## src/rtl/stdaes_inv_round_seq.sv

```systemverilog
`timescale 1ns/1ps
// stdaes_inv_round_seq -- iterative AES-128 inverse cipher sequencer (one block at a time).
// Latency: 11 KEY + 10 SUB cycles, so done is high in the 22nd cycle after the start edge with zero-wait handshakes.
// Backpressure: key_req/sub_req are held until key_vld/sub_ack, and every wait cycle adds one cycle of latency.
//
// Ports:
//   clk, rst              rising-edge clock, asynchronous active-high reset
//   start, din, ready     block input; din is accepted on start while ready=1
//   done, dout            one-cycle done pulse; dout holds the plaintext until the next block finishes or reset
//   key_req, key_round,   round-key fetch; key_round counts NR down to 0
//   key_vld, key_data
//   sub_req, sub_din,     InvSubBytes offload; sub_din = InvShiftRows(state)
//   sub_ack, sub_dout
// Option: define STDAES_INV_ROUND_OUT_EN to add round_vld/round_st, which expose the post-InvSubBytes
//   state of every round. Without the macro the ports and their registers are absent.
module stdaes_inv_round_seq #(
  parameter int NR = 10
) (
  input  logic         clk,
  input  logic         rst,
  input  logic         start,
  input  logic [127:0] din,
  output logic         ready,
  output logic         done,
  output logic [127:0] dout,
  output logic         key_req,
  output logic [3:0]   key_round,
  input  logic         key_vld,
  input  logic [127:0] key_data,
  output logic         sub_req,
  output logic [127:0] sub_din,
  input  logic         sub_ack,
  input  logic [127:0] sub_dout
`ifdef STDAES_INV_ROUND_OUT_EN
  ,
  output logic         round_vld,
  output logic [127:0] round_st
`endif
);

  localparam logic [3:0] NR_L = 4'(NR);

  typedef enum logic [1:0] {
    S_IDLE = 2'd0,
    S_KEY  = 2'd1,
    S_SUB  = 2'd2,
    S_DONE = 2'd3
  } state_t;

  state_t       state, state_nxt;
  logic [127:0] st;
  logic [3:0]   rnd;

  // ---------------------------------------------------------------------------
  // GF(2^8) helpers, polynomial 0x11b. The InvMixColumns constants are built
  // from three chained xtime stages: 9 = 8+1, b = 8+2+1, d = 8+4+1, e = 8+4+2.
  // ---------------------------------------------------------------------------
  function automatic logic [7:0] xt(input logic [7:0] b);
    return {b[6:0], 1'b0} ^ (b[7] ? 8'h1b : 8'h00);
  endfunction

  function automatic logic [31:0] inv_mix_col(input logic [31:0] w);
    logic [7:0]  x1 [4];
    logic [7:0]  x2 [4];
    logic [7:0]  x4 [4];
    logic [7:0]  x8 [4];
    logic [7:0]  m9 [4];
    logic [7:0]  mb [4];
    logic [7:0]  md [4];
    logic [7:0]  me [4];
    logic [31:0] res;
    for (int r = 0; r < 4; r++) begin
      x1[r] = w[31-8*r -: 8];
      x2[r] = xt(x1[r]);
      x4[r] = xt(x2[r]);
      x8[r] = xt(x4[r]);
      m9[r] = x8[r] ^ x1[r];
      mb[r] = x8[r] ^ x2[r] ^ x1[r];
      md[r] = x8[r] ^ x4[r] ^ x1[r];
      me[r] = x8[r] ^ x4[r] ^ x2[r];
    end
    res = '0;
    for (int r = 0; r < 4; r++) begin
      res[31-8*r -: 8] = me[r] ^ mb[(r+1)%4] ^ md[(r+2)%4] ^ m9[(r+3)%4];
    end
    return res;
  endfunction

  function automatic logic [127:0] inv_mix(input logic [127:0] a);
    logic [127:0] res;
    res = '0;
    for (int c = 0; c < 4; c++) begin
      res[127-32*c -: 32] = inv_mix_col(a[127-32*c -: 32]);
    end
    return res;
  endfunction

  // Row r of output column c comes from input column (c - r) mod 4.
  function automatic logic [127:0] inv_shift_rows(input logic [127:0] a);
    logic [127:0] res;
    res = '0;
    for (int c = 0; c < 4; c++) begin
      for (int r = 0; r < 4; r++) begin
        res[127-32*c-8*r -: 8] = a[127-32*((c+4-r)%4)-8*r -: 8];
      end
    end
    return res;
  endfunction

  // ---------------------------------------------------------------------------
  // FSM
  // ---------------------------------------------------------------------------
  always_ff @(posedge clk or posedge rst) begin
    if (rst) begin
      state <= S_IDLE;
    end else begin
      state <= state_nxt;
    end
  end

  always_comb begin
    state_nxt = state;
    ready     = 1'b0;
    done      = 1'b0;
    key_req   = 1'b0;
    sub_req   = 1'b0;
    case (state)
      S_IDLE: begin
        ready = 1'b1;
        if (start) state_nxt = S_KEY;
      end
      S_KEY: begin
        key_req = 1'b1;
        // Round 0 is the last key; there is no substitution after it.
        if (key_vld) state_nxt = (rnd == 4'd0) ? S_DONE : S_SUB;
      end
      S_SUB: begin
        sub_req = 1'b1;
        if (sub_ack) state_nxt = S_KEY;
      end
      S_DONE: begin
        done      = 1'b1;
        state_nxt = S_IDLE;
      end
      default: state_nxt = S_IDLE;
    endcase
  end

  assign key_round = rnd;
  assign sub_din   = inv_shift_rows(st);

  // ---------------------------------------------------------------------------
  // Datapath: state, round counter and result register
  // ---------------------------------------------------------------------------
  always_ff @(posedge clk or posedge rst) begin
    if (rst) begin
      st   <= '0;
      rnd  <= '0;
      dout <= '0;
    end else begin
      case (state)
        S_IDLE: begin
          if (start) begin
            st  <= din;
            rnd <= NR_L;
          end
        end
        S_KEY: begin
          if (key_vld) begin
            // First key is a plain whitening add; middle rounds fold
            // InvMixColumns in after the key add; the last key lands in dout.
            if (rnd == NR_L) begin
              st <= st ^ key_data;
            end else if (rnd != 4'd0) begin
              st <= inv_mix(st ^ key_data);
            end else begin
              dout <= st ^ key_data;
            end
          end
        end
        S_SUB: begin
          if (sub_ack) begin
            st  <= sub_dout;
            rnd <= rnd - 4'd1;
          end
        end
        default: ;
      endcase
    end
  end

`ifdef STDAES_INV_ROUND_OUT_EN
  always_ff @(posedge clk or posedge rst) begin
    if (rst) begin
      round_vld <= 1'b0;
      round_st  <= '0;
    end else begin
      round_vld <= (state == S_SUB) && sub_ack;
      if ((state == S_SUB) && sub_ack) round_st <= sub_dout;
    end
  end
`endif

endmodule

```

## config.mk

```make
export PLATFORM = sky130hd
export DESIGN_NAME = stdaes_inv_round_seq
export DESIGN_NICKNAME = d
export VERILOG_FILES = /design/src/rtl/stdaes_inv_round_seq.sv
export SDC_FILE = /design/constraint.sdc
export NUM_CORES = 1
export LEC_CHECK = 0
export ABC_AREA = 1
export CAP_MARGIN = 10
export CORE_ASPECT_RATIO = 1.25
export CORE_MARGIN = 2
export CORE_UTILIZATION = 40
export CTS_BUF_LIST = sky130_fd_sc_hd__clkbuf_8
export DETAILED_ROUTE_END_ITERATION = 10
export PLACE_DENSITY = 0.77
export SLEW_MARGIN = 25
export SYNTH_ARGS = -nofsm -noshare
export SYNTH_HDL_FRONTEND = slang
export SYNTH_SLANG_ARGS = --single-unit
```

## constraint.sdc

```tcl
create_clock -name clk -period 8.5 [get_ports clk]
set_input_delay 0.85 -clock clk [delete_from_list [all_inputs] [get_ports clk]]
set_output_delay 0.85 -clock clk [all_outputs]
set_load 0.02 [all_outputs]
```

After elaboration in Yosys (flattened, before gate mapping)
Cells that the tools add are included.
{ "word_totals": {"reg_bits": 262, "latch_bits": 0, "mem_bits_rw": 0, "romBits": 0, "mem_count": 0} }
{ "classes": {"addsub": 1, "multipliers": 0, "div": 0, "magnitude_cmp": 0, "n_eq_ne": 8, "shift": 0, "mux": 66, "bitwise": 195, "n_reduce_logical": 9} }
{ "ops": {"columns": ["cell", "n"], "rows": [
  ["$xor A8 B8 Y8", 144],
  ["$mux W128", 5],
  ["$pmux W128 S3", 1],
  ["$xor A8 B5 Y8", 48],
  ["$mux W5", 48],
  ["$xor A128 B128 Y128", 1],
  ["$mux W4", 2],
  ["$pmux W2 S4", 1],
  ["$pmux W4 S2", 1],
  ["$mux W2", 3],
  ["$ne A2 B2 Y1 const B", 3],
  ["$reduce_and A3 Y1", 2],
  ["$mux W1", 5],
  ["$reduce_and A5 Y1", 1],
  ["$eq A2 B2 Y1 const B", 2],
  ["$eq A4 B4 Y1 const B", 1],
  ["$logic_not A4 Y1", 1],
  ["$reduce_and A4 Y1", 1],
  ["$reduce_bool A4 Y1", 1],
  ["$sub A4 B1 Y4 const B", 1],
  ["$ne A3 B3 Y1 const B", 1],
  ["$reduce_bool A3 Y1", 1],
  ["$eq A2 B1 Y1 const B", 1],
  ["$logic_not A2 Y1", 1],
  ["2 further kinds", 3]
]} }

Depth between registers and ports, before layout
Gate-level depths: netlist of the first run.
{ "logic_depth": {"word_depth": 16, "depth_mapped": 20, "ltp_nobuf": 20} }

Worst setup path before layout of the first run
Ideal clock, no wire load.
{ "synth_timing": {"path_type": "in2reg", "from": "in key_data[5]", "to": "reg st[13]", "setup_ns": 0.117, "t_arrival_ns": 2.520, "slack_ns": 5.863, "cell_stages": 15, "path_buffers": 0, "path_cell_list": "xnor2_1 nand2_1 nand2_4 xor2_2 or2_2 nand2_1 nand2_1 nand2_1 nand3_1 nand2_1 nand2_1 nand2_1 nand2_1 nand2_1 nand2_1"} }
{ "synth_via": {"elab_chain_len": 9} }
{ "synth_lines": {"columns": ["item", "line_no", "rtl"], "rows": [
  ["from (decl)", "29", "input logic [127:0] key_data,"],
  ["$xor A128 B128 Y128", "175", "st <= inv_mix(st ^ key_data);"],
  ["$xor A8 B8 Y8", "78", "mb[r] = x8[r] ^ x2[r] ^ x1[r];"],
  ["$xor A8 B8 Y8 (3 in series)", "84", "res[31-8*r -: 8] = me[r] ^ mb[(r+1)%4] ^ md[(r+2)%4] ^ m9[(r+3)%4];"],
  ["$mux W128", "174", "end else if (rnd != 4'd0) begin"],
  ["$mux W128", "172", "if (rnd == NR_L) begin"],
  ["$mux W128", "169", "if (key_vld) begin"],
  ["$pmux W128 S3", "161", "case (state)"],
  ["to (signal assigned)", "164", "st <= din;"],
  ["to (signal assigned)", "173", "st <= st ^ key_data;"],
  ["to (signal assigned)", "175", null],
  ["to (decl)", "51", "logic [127:0] st;"]
]} }
No other way between the ends. The select of a mux whose other input is x is not followed.
A chain may end at the register's enable or synchronous reset.

Final worst setup path of the first run
{ "layout_timing": {"from": "reg state[1]", "to": "reg st[89]"} }
{ "layout_via": {"elab_chain_len": 3} }
{ "layout_lines": {"columns": ["item", "line_no", "rtl"], "rows": [
  ["from (decl)", "50", "state_t state, state_nxt;"],
  ["from (signal assigned)", "117", "state <= state_nxt;"],
  ["$eq A2 B1 Y1 (tied with other cells)", "161", null],
  ["$ne A3 B3 Y1 (no source line) (tied with other cells)", null, null],
  ["$reduce_and A5 Y1 (no source line)", null, null]
]} }
Parallel ways exist; a longest one is shown, timed or not.

==> results_dict.tcl, run 1 <==
set metrics [dict create \
    status "complete, but fails checks" \
    failed_checks "design-rule violations" \
    dr_total_vias 32190 \
    ctsResizeCount 0 \
    rows 109 \
    cts_buffer_depth 3 \
    synth_edf_count 0 \
    cts_hold_buf 0 \
    min_to "dout[3]" \
    finalSetupViolCount 0 \
    cts_inserted_buffers 48 \
    grt_pass1_wl_um 187000 \
    nNetsFinal 5498 \
    ant_nets 0 \
    syn_inst 4495 \
    die_w_um 243.6 \
    clkTransAtPathRegs_ns 0.06 \
    fin_crit_ns 4.040 \
    cp.required_ns 9.08 \
    hold_violations 0 \
    yosysSeqAreaShare 0.2284 \
    area_delta_synth_final_pct 30.16 \
    reg2reg_slack_ns 4.46 \
    period_share 0.4753 \
    tns_ns 0 \
    root_buffer "clkbuf_8" \
    viasPerCell 5.292 \
    placed_cell_area_um2 36330 \
    synth_ff_type "dfrtp_1" \
    final.setup_skew_ns 0.03028 \
    end_kind "flop" \
    start_util 0.4048 \
    yosysUniqueCellTypes 34 \
    final_cell_area_um2 37370 \
    routedWlPerCell_um 20.85 \
    die_area_um2 73940 \
    holdPathStages 2 \
    mostFrequentLayoutCell "nand2_1" \
    r2r_end "st[89]" \
    rsz0062_at_grt "false" \
    maxCapViolCount 0 \
    port_buffers 652 \
    synth.avg_cell_area_um2 6.387 \
    hpwl_um 97090 \
    cts_max_level 2 \
    hp-start "dout[3]" \
    cpMaxStageDelayCell "inv_2" \
    cp_max_fo 72 \
    drt-initial-drc-count 2759 \
    worst_pin_slew_ns 1.056 \
    drive_gt1_frac 0.05219 \
    grt-ovfl-total 0 \
    grt_max_degree 163 \
    cp.arrival_ns 4.62 \
    rr_worst_depth 10 \
    reg2reg_from "state[1]" \
    cp_common_cell "o21ai_0" \
    min_path_type "flop to flop" \
    postRouteWirelength_um 126800 \
    post_cts_buffers 0 \
    drc 2 \
    mappedNetlistArea_um2 28710 \
    cts_tree "built" \
    final_cell_mix "nand2_1 (1866), clkdlybuf4s50_1 (652), xor2_1 (483)" \
    track_usage 0.3315 \
    clock_latency_ns 0.68 \
    core_area_um2 70920 \
    cp-start-kind "flop" \
    slew_headroom 0.2908 \
    post-place-cells 5995 \
    slew_violations 0 \
    finalNonFillerCells 6082 \
    num-fill-cells 6989 \
    max_stage_delay_ns 0.93 \
    first_pass_iters 11 \
    yosysWarningCount 0 \
    synth_nets 4891 \
    first_global_vias 30570 \
    synth_seq_cells 262 \
    path_cells "inv_1, ha_1, inv_4, o21ai_0, nor2_1, nand2_4, inv_2, o21ai_0, a21o_1, nand2_1" \
    gp_congestion 1.067 \
    place_ws_ns 4.472 \
    fmax_mhz 247.5 \
    die_y_um 303.5 \
    numClockSinks 262 \
    io-pin-count 653 \
    fin_ws_ns 4.460 \
    antenna_found_initial 9 \
    async_flop_share 1.000 \
    path_class "flop to flop" \
]
flip-flops by register name, indices dropped and copies added, names as in the netlist:
signal and count:
dout 128, state 2, st 128, key_round 4
synthesized netlist by cell type, types with 6 or more instances:
cell / n / area (um2)
inv_1: 254 / 953.4
a21oi_1: 281 / 1406
clkbuf_1: 130 / 488.0
nand4_1: 11 / 68.82
nand2_1: 1868 / 7012
nand2_2: 40 / 250.2
buf_1: 6 / 22.52
o21ai_0: 213 / 1066
or2_1: 10 / 62.56
xor2_2: 34 / 553.0
xnor2_2: 42 / 683.2
o211ai_1: 13 / 97.59
nand3b_1: 21 / 157.7
ha_1: 7 / 87.58
inv_2: 6 / 22.52
xnor2_4: 6 / 165.2
xor2_1: 483 / 4230
o21ai_1: 23 / 115.1
nor2_1: 235 / 882.1
a21o_1: 6 / 45.04
nand3_1: 263 / 1316
buf_2: 6 / 30.03
xnor2_1: 255 / 2233
dfrtp_1: 262 / 6556
kinds of logic (layout without fill, tap and decap cells):
logic type / count (synthesis) / in the layout / synth area share
compound gates: 539 / 539 / 0.09579
flops: 262 / 262 / 0.2284
simple gates: 2459 / 2459 / 0.3426
other cells: 0 / 4 / 0
xor+xnor: 823 / 823 / 0.2768
fa+ha+maj: 7 / 7 / 0.003051
buf+inv: 405 / 1045 / 0.05334
layer usage:
metal | part of all wire | global-route usage | wire (um) | up-vias
met2 | 0.47 | 0.5617 | 59580 | 1624
li1 | - | - | - | 15260
met4 | 0.066 | 0.1935 | 8326 | 12
met1 | 0.38 | 0.3968 | 48640 | 14870
met3 | 0.080 | 0.05706 | 10180 | 426
met5 | 0.00054 | 0 | 69 | -
worst max-delay path: cells and delay by family (launching register included):
| family | cells | cell delay, ns |
|---|---|---|
| buf+inv | 3 | 1.69 |
| simple gates | 3 | 0.81 |
| compound gates | 3 | 0.77 |
| flops | 1 | 0.41 |
| fa+ha+maj | 1 | 0.26 |
through the flow:
stage	hold slack (ns)	utilization
2_1_floorplan	0.5647	-
6_report	0.4849	0.5269
4_1_cts	0.4865	0.5268
3_3_place_gp	0.4653	0.5122
3_5_place_dp	0.4721	0.5124
5_1_grt	0.4989	0.5268
layout make-up:
class	count	area, um2	area share
Multi-Input combinational cell	3828	20690	0.5537
Timing Repair Buffer	700	6912	0.1850
Sequential cell	262	6556	0.1755
Tap cell	943	1180	0.03158
Inverter	262	998.5	0.02672
Clock buffer	61	839.6	0.02247
Clock inverter	22	182.7	0.004889
Antenna cell	4	10.01	0.0002679
worst max path at each step:
stage	start	endpoint	slack (ns)	depth (start not counted)
floorplan	rst	dout[0]	0.44	1
global route	state[1]	st[64]	4.25	10
finish	state[1]	st[89]	4.46	10
detailed placement	start	st[89]	4.47	12
CTS	state[1]	st[89]	4.44	10
global placement	key_data[29]	st[31]	4.41	12
Power of run 1 is left out: the tool's default activity adds up to more than one toggle a clock period on the data nets, which glitch-free logic cannot reach.
==> inputs of run 2 (changes only) <==
==> constraint.sdc (replaced) <==
create_clock -name clk -period 3.3 [get_ports clk]
set_input_delay 0.33 -clock clk [delete_from_list [all_inputs] [get_ports clk]]
set_output_delay 0.33 -clock clk [all_outputs]
set_load 0.02 [all_outputs]
==> run 2 against run 1 <==
Effect of this change:
- the run now ends clean
- sequential share of layout area is 0.82 points lower
- cell count is 3.7% higher
- utilization is 2.6 points higher
- die area stayed put
- clock skew is 0.0048 ns higher
- global-route usage is 1.1 points higher
- register-to-register slack worse by 4.2 ns
- flip-flop and latch count stayed put
- first-iteration DRC count is 0.65% lower
- largest cell class unchanged
==> results_dict.tcl, run 2 (same netlist as run 1, synthesis figures left out) <==
set metrics [dict create \
    status "finished clean" \
    dr_total_vias 32920 \
    finalSetupViolCount 0 \
    first_global_vias 31370 \
    period_share 0.9184 \
    cp.arrival_ns 2.70 \
    nNetsFinal 5717 \
    die_area_um2 73940 \
    grt_pass1_wl_um 192800 \
    cts_inserted_buffers 46 \
    final.setup_skew_ns 0.03505 \
    mostFrequentLayoutCell "nand2_1" \
    post_cts_buffers 0 \
    numClockSinks 262 \
    rsz0062_at_grt "false" \
    track_usage 0.3427 \
    first_pass_iters 6 \
    io-pin-count 653 \
    path_class "flop to primary output" \
    cts_tree "built" \
    final_cell_mix "nand2_1 (1866), clkdlybuf4s50_1 (652), xor2_1 (483)" \
    cp_max_fo 134 \
    clock_latency_ns 0.68 \
    slew_headroom 0.3025 \
    min_path_type "input port to asynchronous set/reset pin" \
    cts_hold_buf 0 \
    cts_max_level 2 \
    drt-initial-drc-count 2741 \
    ant_nets 0 \
    maxCapViolCount 0 \
    cts_buffer_depth 3 \
    gp_congestion 1.041 \
    post-place-cells 6216 \
    grt-ovfl-total 0 \
    hold_violations 0 \
    cp.required_ns 2.97 \
    drive_gt1_frac 0.09237 \
    cp-start-kind "flop" \
    root_buffer "clkbuf_8" \
    met1_usage 0.4132 \
    worst_pin_slew_ns 1.039 \
    die_y_um 303.5 \
    ctsResizeCount 0 \
    fmax_mhz 330.0 \
    finalNonFillerCells 6306 \
    start_util 0.4048 \
    slew_violations 0 \
    busiest_layer "met2" \
    area_delta_synth_final_pct 36.58 \
    core_area_um2 70920 \
    use_met2 0.5849 \
    antenna_found_initial 10 \
    routedWlPerCell_um 20.79 \
    postRouteWirelength_um 131100 \
    clkTransAtPathRegs_ns 0.07 \
    end_kind "primary output" \
    fin_crit_ns 3.031 \
    use_met3 0.05609 \
    viasPerCell 5.221 \
    drc 0 \
    rows 109 \
    hpwl_um 103400 \
    port_buffers 652 \
    grt_max_degree 136 \
    tns_ns 0 \
    die_w_um 243.6 \
    num-fill-cells 6883 \
]
[run 2: changes by cell type in the layout (fill, tap and decap cells not counted), sizes merged]
cell | before | now
bufinv | 3 | 2
buf | 48 | 269
inv | 276 | 270
clkbuf | 61 | 58
clkinv | 3 | 16
[run 2: final timing paths]
check	start	to	slack (ns)	cells after the start
max in group asynchronous	rst	dout[77]	2.35	4
hold reg to reg	dout[81]	dout[81]	0.48	2
setup reg to reg	st[37]	st[45]	0.29	17
setup / recovery	state[0]	sub_req	0.27	4
min in group clk	din[71]	st[71]	0.24	3
hold / removal	rst	st[49]	0.09	2
[run 2: final cells by class]
type                    instances  area [um2]  area share
flip-flops and latches        262        6556      0.1672
diodes                          4       10.01   0.0002553
inverters                     262       994.7     0.02537
repair buffers                921        8808      0.2246
clock buffers                  58       798.3     0.02036
clock inverters                28       188.9    0.004818
multi-input cells            3828       20670      0.5273
well taps                     943        1180     0.03009
[run 2: per-layer routing]
layer / wire length, um / vias up
li1: - / 15730
met1: 50780 / 15200
met2: 61960 / 1616
met3: 10400 / 365
met4: 7901 / 14
met5: 81 / -
[run 2: worst max-delay path, cell delays in order, from the launching register on]
cell	delay, ns
dfrtp_1	0.41
inv_1	0.19
ha_4	0.18
buf_12	0.48
clkdlybuf4s50_1	0.73
[run 2: metrics by stage]
stage | area, um2 | setup slack (ns) | util | hold WS [ns]
floorplan | 28710 | -0.4855 | - | 0.4612
global placement | 38210 | -0.009456 | 0.5388 | 0.4647
detailed placement | 38210 | -0.008801 | 0.5388 | 0.4721
CTS | 39200 | 0.1729 | 0.5528 | 0.05598
global route | 39210 | 0.07418 | 0.5529 | 0.09069
finish | 39210 | 0.2693 | 0.5529 | 0.08829
Power of run 2 is left out for the same reason.
